### src/rtl/nf_bypass_dispatch_pkg.sv
// Shared types for the NF/bypass dispatch front-end: metadata layout,
// dispatcher state encoding and default credit depth.
package nf_bypass_dispatch_pkg;
  localparam int NF_MAX_INFLIGHT_DEFAULT = 64;
  localparam int DATA_W  = 512;
  localparam int EMPTY_W = 6;

  typedef struct packed {
    logic [15:0] flow_id;
    logic [15:0] pkt_len;
    logic [7:0]  src_port;
  } metadata_t;

  typedef enum logic [1:0] {IDLE, FWD_NF, FWD_BYPASS} dispatch_state_t;
endpackage

### src/rtl/nf_credit_cnt.sv
// In-flight packet counter for the NF path: +1 per NF dispatch, -1 per NF
// retirement, saturating at both ends, with a sticky underflow flag.
module nf_credit_cnt #(
  parameter int MAX_INFLIGHT = 64,
  parameter int CNT_W        = $clog2(MAX_INFLIGHT + 1)
) (
  input  logic             clk,
  input  logic             rst,
  input  logic             inc,
  input  logic             dec,
  output logic [CNT_W-1:0] count,
  output logic             full,
  output logic             err_underflow
);
  localparam logic [CNT_W-1:0] MAX_CNT = CNT_W'(MAX_INFLIGHT);

  always_ff @(posedge clk or posedge rst) begin
    if (rst) begin
      count         <= '0;
      err_underflow <= 1'b0;
    end else begin
      if (dec && count == '0) err_underflow <= 1'b1;
      case ({inc, dec})
        2'b10:   if (count != MAX_CNT) count <= count + 1'b1;
        2'b01:   if (count != '0)      count <= count - 1'b1;
        default: ;
      endcase
    end
  end

  assign full = (count >= MAX_CNT);
endmodule

### src/rtl/nf_bypass_dispatch.sv
// Steers each whole packet (plus metadata) to the credit-limited NF pipeline
// or to the bypass path. Optional counters under NF_DISPATCH_STATS_EN.
module nf_bypass_dispatch
  import nf_bypass_dispatch_pkg::*;
#(
  parameter int MAX_INFLIGHT = NF_MAX_INFLIGHT_DEFAULT,
  parameter int CNT_W        = $clog2(MAX_INFLIGHT + 1)
) (
  input  logic               clk,
  input  logic               rst,
  input  logic [DATA_W-1:0]  in_pkt_data,
  input  logic               in_pkt_valid,
  input  logic               in_pkt_sop,
  input  logic               in_pkt_eop,
  input  logic [EMPTY_W-1:0] in_pkt_empty,
  output logic               in_pkt_ready,
  input  logic               in_meta_valid,
  input  metadata_t          in_meta_data,
  input  logic               in_meta_force_bypass,
  output logic               in_meta_ready,
  output logic [DATA_W-1:0]  nf_pkt_data,
  output logic               nf_pkt_valid,
  output logic               nf_pkt_sop,
  output logic               nf_pkt_eop,
  output logic [EMPTY_W-1:0] nf_pkt_empty,
  input  logic               nf_pkt_almost_full,
  output logic               nf_meta_valid,
  output metadata_t          nf_meta_data,
  input  logic               nf_done,
  output logic [DATA_W-1:0]  bypass_pkt_data,
  output logic               bypass_pkt_valid,
  output logic               bypass_pkt_sop,
  output logic               bypass_pkt_eop,
  output logic [EMPTY_W-1:0] bypass_pkt_empty,
  input  logic               bypass_pkt_almost_full,
  output logic               bypass_meta_valid,
  output metadata_t          bypass_meta_data,
  input  logic               cfg_nf_enable,
  output logic [CNT_W-1:0]   inflight,
  output logic               err_underflow
`ifdef NF_DISPATCH_STATS_EN
  ,
  output logic [31:0]        stat_nf_pkts,
  output logic [31:0]        stat_bypass_pkts,
  output logic [31:0]        stat_forced_pkts
`endif
);
  dispatch_state_t state, state_nxt;
  logic nf_full, nf_ok, byp_ok, sel_nf, meta_acc, flit_acc;

  assign nf_ok  = cfg_nf_enable & ~in_meta_force_bypass & ~nf_full & ~nf_pkt_almost_full;
  assign byp_ok = ~bypass_pkt_almost_full;

  // Route decision only in IDLE; config and backpressure are ignored mid-packet.
  always_comb begin
    state_nxt     = state;
    in_meta_ready = 1'b0;
    in_pkt_ready  = 1'b0;
    sel_nf        = 1'b0;
    case (state)
      IDLE: begin
        if (in_meta_valid && !rst) begin
          if (nf_ok) begin
            in_meta_ready = 1'b1;
            sel_nf        = 1'b1;
            state_nxt     = FWD_NF;
          end else if (byp_ok) begin
            in_meta_ready = 1'b1;
            state_nxt     = FWD_BYPASS;
          end
        end
      end
      FWD_NF, FWD_BYPASS: begin
        in_pkt_ready = 1'b1;
        if (in_pkt_valid && in_pkt_eop) state_nxt = IDLE;
      end
      default: state_nxt = IDLE;
    endcase
  end

  assign meta_acc = in_meta_valid & in_meta_ready;
  assign flit_acc = in_pkt_valid & in_pkt_ready;

  always_ff @(posedge clk or posedge rst) begin
    if (rst) begin
      state             <= IDLE;
      nf_meta_valid     <= 1'b0;
      bypass_meta_valid <= 1'b0;
      nf_pkt_valid      <= 1'b0;
      bypass_pkt_valid  <= 1'b0;
    end else begin
      state             <= state_nxt;
      nf_meta_valid     <= meta_acc & sel_nf;
      bypass_meta_valid <= meta_acc & ~sel_nf;
      nf_pkt_valid      <= flit_acc & (state == FWD_NF);
      bypass_pkt_valid  <= flit_acc & (state == FWD_BYPASS);
    end
  end

  // Payload registers need no reset; they are qualified by the valids above.
  always_ff @(posedge clk) begin
    if (meta_acc) begin
      nf_meta_data     <= in_meta_data;
      bypass_meta_data <= in_meta_data;
    end
    if (flit_acc) begin
      nf_pkt_data      <= in_pkt_data;
      nf_pkt_sop       <= in_pkt_sop;
      nf_pkt_eop       <= in_pkt_eop;
      nf_pkt_empty     <= in_pkt_empty;
      bypass_pkt_data  <= in_pkt_data;
      bypass_pkt_sop   <= in_pkt_sop;
      bypass_pkt_eop   <= in_pkt_eop;
      bypass_pkt_empty <= in_pkt_empty;
    end
  end

  nf_credit_cnt #(.MAX_INFLIGHT(MAX_INFLIGHT), .CNT_W(CNT_W)) u_credit (
    .clk           (clk),
    .rst           (rst),
    .inc           (meta_acc & sel_nf),
    .dec           (nf_done),
    .count         (inflight),
    .full          (nf_full),
    .err_underflow (err_underflow)
  );

`ifdef NF_DISPATCH_STATS_EN
  always_ff @(posedge clk or posedge rst) begin
    if (rst) begin
      stat_nf_pkts     <= '0;
      stat_bypass_pkts <= '0;
      stat_forced_pkts <= '0;
    end else if (meta_acc) begin
      if (sel_nf) stat_nf_pkts     <= stat_nf_pkts + 32'd1;
      else        stat_bypass_pkts <= stat_bypass_pkts + 32'd1;
      if (in_meta_force_bypass) stat_forced_pkts <= stat_forced_pkts + 32'd1;
    end
  end
`endif
endmodule

### config.mk
export PLATFORM = sky130hd
export DESIGN_NAME = nf_bypass_dispatch
export DESIGN_NICKNAME = d
export VERILOG_FILES = /design/src/rtl/nf_bypass_dispatch_pkg.sv /design/src/rtl/nf_credit_cnt.sv /design/src/rtl/nf_bypass_dispatch.sv
export SDC_FILE = /design/constraint.sdc
export NUM_CORES = 1
export LEC_CHECK = 0
export ABC_AREA = 1
export ABC_CLOCK_PERIOD_IN_PS = 14750
export BUFFER_PORTS_ARGS = -buffer_cell sky130_fd_sc_hd__clkbuf_2
export CAP_MARGIN = 20
export CORE_AREA = 2 2 664 666
export CTS_CLUSTER_DIAMETER = 150
export DETAILED_ROUTE_END_ITERATION = 16
export DIE_AREA = 0 0 666 668
export SLEW_MARGIN = 0
export SYNTH_ARGS = -nofsm -noshare
export SYNTH_HDL_FRONTEND = slang
export SYNTH_SLANG_ARGS = --single-unit
### constraint.sdc
create_clock -name clk -period 14.75 [get_ports clk]
set_clock_uncertainty 0.1 [all_clocks]
set_input_delay 2.95 -clock clk [delete_from_list [all_inputs] [get_ports clk]]
set_output_delay 2.95 -clock clk [all_outputs]
set_load 0.005 [all_outputs]
Word level (Yosys, flattened, before mapping)

Cells that the tools add are included.

Logic and storage cells: 67
Output and inout bits: 1134
Register bits after elaboration: 574
Input port bits: 569

Add/subtract/negate cells: 2
Reductions and logical operators: 11
Eq/ne operators: 10
Order comparisons: 1
Bitwise operators: 13
Mux-type cells: 16

Operators with widths:

| cell                  | count |
|---|---|
| $mux W7               | 2 |
| $pmux W7 S2           | 1 |
| $and A1 B1 Y1         | 9 |
| $mux W1               | 8 |
| $mux W2               | 4 |
| $add A7 B1 Y7 const B | 1 |
| $ge A7 B7 Y1 const B  | 1 |
| $logic_not A7 Y1      | 1 |
| $ne A7 B7 Y1 const B  | 1 |
| $reduce_bool A7 Y1    | 1 |
| $sub A7 B1 Y7 const B | 1 |
| $reduce_and A3 Y1     | 2 |
| $eq A2 B1 Y1 const B  | 2 |
| $eq A2 B2 Y1 const B  | 2 |
| $ne A2 B1 Y1 const B  | 2 |
| $ne A2 B2 Y1 const B  | 2 |
| $not A1 Y1            | 4 |
| $pmux W2 S2           | 1 |
| $logic_and A1 B1 Y1   | 3 |
| $ne A3 B3 Y1 const B  | 1 |
| $logic_not A2 Y1      | 1 |
| $reduce_bool A2 Y1    | 1 |
| $reduce_or A2 Y1      | 1 |
| $logic_not A1 Y1      | 1 |

Longest topological paths before layout

Depth in word-level cells: 12
Mapped depth: 15
Depth with buffers taken out: 15

Hierarchy

From an unflattened synthesis, not the netlist that was laid out.

Cells, all modules: 1267
Area total of the unflattened synthesis: 22021.1 µm²

Modules (own cells, without submodules):

| module             | cells each | instances | area each (µm²) |
|---|---|---|---|
| nf_bypass_dispatch | 1165       | 1         | 21384.3 |
| nf_credit_cnt      | 102        | 1         | 636.9 |

Least setup slack after synthesis

Ideal clock, no wire load.

Path type: input to register
From: input in_pkt_valid
To: register bypass_pkt_data[0] (enable)
Path slack: 724 ps
Data arrival time: 13057 ps
Setup time: 868 ps
Stages on the path: 2
Required time: 13782 ps
Cell sequence: nand2_1 > inv_1

Word-level cells in the longest chain between the ends: 1

Ends and longest elaborated chain:

| what                 | line                      | text |
|---|---|---|
| start, declared      | nf_bypass_dispatch.sv:12  | `input logic in_pkt_valid,` |
| $and A1 B1 Y1        | nf_bypass_dispatch.sv:82  | `assign flit_acc = in_pkt_valid & in_pkt_ready;` |
| named net flit_acc   | nf_bypass_dispatch.sv:49  | `logic nf_full, nf_ok, byp_ok, sel_nf, meta_acc, flit_acc;` |
| end signal, assigned | nf_bypass_dispatch.sv:111 | `bypass_pkt_data <= in_pkt_data;` |
| end, declared        | nf_bypass_dispatch.sv:30  | `output logic [DATA_W-1:0] bypass_pkt_data,` |

The timed path passes the listed nets, and every way through them passes these cells.
A chain may end at the register's enable or synchronous reset.

Worst setup path in the final report

From: input cfg_nf_enable
To: output in_meta_ready

Word-level cells in the longest chain between the ends: 6

Ends and longest elaborated chain:

| what                        | line                     | text |
|---|---|---|
| start, declared             | nf_bypass_dispatch.sv:38 | `input logic cfg_nf_enable,` |
| $and A1 B1 Y1 (3 in series) | nf_bypass_dispatch.sv:51 | `assign nf_ok = cfg_nf_enable & ~in_meta_force_bypass & ~nf_full & ~nf_pkt_almost_full;` |
| $mux W1                     | nf_bypass_dispatch.sv:63 | `if (nf_ok) begin` |
| $mux W1                     | nf_bypass_dispatch.sv:62 | `if (in_meta_valid && !rst) begin` |
| $mux W1                     | nf_bypass_dispatch.sv:60 | `case (state)` |
| end, declared               | nf_bypass_dispatch.sv:20 | `output logic in_meta_ready,` |

No other way between the ends.

==> summary.txt <==
Floorplanning
  • FP Rows: approximately 240
  • Die area: 445000 um2
  • Starting Density: 0.0504
  • Num ports: between 1500 and 2000
  • DIE WIDTH: 666 um
  • Die Y: 668 um
  • Core area: 437000 um2

Synthesis
  • Synth Area per Inst: between 15 and 20 um2
  • Synthesized flop and latch total: 574
  • Adder-cell share of the synthesized area: 0.00659
  • Largest family of logic cells by synthesized area: buffers and inverters
  • Synth warn: 0
  • Synth area leaders: edfxtp_1, buf_4, dfrtp_1
  • Cell Area, Synth: 22000 um2
  • Post-synthesis sequential area ratio: 0.779
  • Post-synthesis mux area share: 0
  • Yosys cell types: 21
  • Area share of the largest cell type after synthesis: 0.764
  • Net Count, Synth: 1837
  • Synth area leader: edfxtp_1
  • Cells after Synth: 1257
  • Synth Area in Simple Gates: 0.0149
  • Synth Area in Compound Gates: 0.00278
  • Post-synthesis xor/xnor area fraction: 0.00119

Clock network
  • CTS root buffer: clkbuf_16
  • Post-CTS setup buffers: 0
  • Clock Latency Late Sink: 870 ps
  • Hold buffer count at CTS: 0
  • CTS sink cnt: 574
  • Max Buffers Root-to-Sink: 4
  • Worst-path clk slew: 60 ps
  • H-tree Lvls: 3
  • CTS tree: built
  • CTS buffer count: slightly below 90
  • Post-CTS sizing: 0

Power and ir drop
  • Cell Pwr Density: 196 nW/um2
  • Pwr Total: roughly 7000 uW
  • Static leakage: 0.0143 uW
  • VDD IR max: 165 uV

STA
  • Worst setup margin: 7980 ps
  • Fmax: 148 MHz
  • Setup TNS Final: 0 ps
  • Final slew viol count: 0
  • Max transition margin: 0.312
  • Period utilization: 0.459
  • Worst Tran Pin Value: slightly above 1000 ps
  • Worst hold slack: about 390 ps
  • Final setup fails: 0
  • RSZ-0062 raised after global routing: false
  • Final Critical Period: 6770 ps
  • Final Hold Viols: 0

Setup path
  • CP max FO: 5
  • Reg2reg end: bypass_pkt_data[76]
  • Reg-to-Reg Start: state[0]
  • Crit. Startpoint: cfg_nf_enable
  • Worst Setup Start Kind: primary input
  • CP required: 11700 ps
  • Critical path arrival: 3720 ps
  • Critical path class: in2out
  • Endpoint type of the worst setup path: output pin
  • Reg2reg path depth: 7
  • Worst reg2reg setup slack: about 11000 ps

Outcome
  • Outcome: finished clean

Global route
  • Total track usage: 0.155
  • GRT met2 Usage: 0.249
  • Pin count of the biggest net entering global routing: 108
  • Vias in the first global route: 15994
  • Congestion Overflow GR: 0
  • Grt met1 use: 0.138
  • Met3 Track Usage GR: 0.144
  • Initial antenna violation count: 215
  • First-pass GRT wire length: about 390000 um
  • Busiest grt layer: met2

Route
  • Routed vias/inst: 2.11
  • Iteration-0 DRC Markers: 1684
  • First-pass DRT Iterations: 5
  • Mean routed wirelength per cell: between 40 and 50 um
  • Routed vias: around 18000
  • Detailed-route DRC error count: 0
  • Routed Antenna Nets: 0
  • Routed WL: between 300000 and 400000 um

Placed design
  • GPL Wtd Cong: between 1 and 1.5
  • Number of port buffers: 1702
  • DP Worst Slack: 8000 ps
  • HPWL Detailed: 336000 um
  • Placed insts: approximately 8000

Cells and area
  • Fillers: just over 50000
  • Non-Filler Instances: between 8000 and 9000
  • Layout area overhead: 65.7%
  • Share of layout cells above drive strength 1: 0.725
  • Fin nets: 3078

Worst hold path
  • Hold depth: 1
  • Worst hold-check path type: reg2reg
  • HP Start: u_credit.err_underflow
  • Hold endpoint: u_credit.err_underflow

Flow run
  • Max cap viols: 0
[cells by family after synthesis]
family | after synthesis
buffers and inverters | 585
DFF | 574
and+or+nand+nor | 75
adders and majority gates | 11
AOI/OAI and AO/OA | 9
xor gates and xnor gates | 3
[per-stage QoR]
step             util  area [um2]
2_1_floorplan       -       22000
3_3_place_gp   0.0769       33600
3_5_place_dp   0.0769       33600
4_1_cts        0.0834       36400
5_1_grt        0.0834       36500
6_report       0.0835       36500
[worst max-delay path, stage by stage]
cell and delay [ps]:
clkbuf_2 80, inv_1 30, nor2_1 120, nand3_2 120, nand2_1 90, nand2_1 100, nor2_1 110, clkbuf_2 120
[flip-flops by register name, indices dropped and copies added (netlist names), 2 cells and up]
register          cells
bypass_pkt_data     512
bypass_meta_data     40
u_credit.count        7
bypass_pkt_empty      6
state                 2
[layout by cell type (no fill, tap or decap), types with 9 or more instances in the layout]
cell type  count
clkbuf_1       9
inv_1         23
inv_6         12
clkinv_1       9
edfxtp_1     560
clkbuf_2    1702
nand3_1        9
clkbuf_16     89
clkinv_2      11
dfrtp_1       14
nand2_1       44
ha_1          10
nor2_1        13
diode_2       21
[final cells by class]
class | count | area [um2] | share of cell area
diodes | 21 | 52.6 | 0.00144
clock inverters | 59 | 520 | 0.0143
flip-flops and latches | 574 | 17200 | 0.470
inverters | 25 | 101 | 0.00278
clock buffers | 100 | 2290 | 0.0627
well taps | 5757 | 7200 | 0.197
multi-input cells | 98 | 566 | 0.0155
repair buffers | 1711 | 8600 | 0.236
[cells in the mapped netlist (all sizes together)]
library cell	n
buf	560
edfxtp	560
nand2	44
inv	25
nor2	18
dfrtp	14
nand3	11
ha	10
o21ai	5
a21oi	2
o21bai	2
or2	2
xor2	2
fa	1
xnor2	1
[how the worst max path moves through the flow]
stage | end | cells after the start
global placement | in_meta_ready | 8
detailed placement | in_meta_ready | 5
global route | in_meta_ready | 8
finish | in_meta_ready | 8
floorplan | bypass_pkt_data[0] | 2
CTS | in_meta_ready | 5
[power by group]
part           switching [uW]  total (uW)  leakage, uW  internal [uW]
clock network             974        2160      0.00136           1190
registers                 256        2530      0.00538           2270
logic                    2000        2480      0.00755            479
[metal layers]
| metal | share of wire | up-vias |
|---|---|---|
| met3 | 0.20 | 721 |
| met5 | 0.0047 | - |
| met2 | 0.45 | 1755 |
| met1 | 0.31 | 8483 |
| met4 | 0.035 | 220 |
| li1 | - | 6394 |
(Power assumes the default switching activity.)
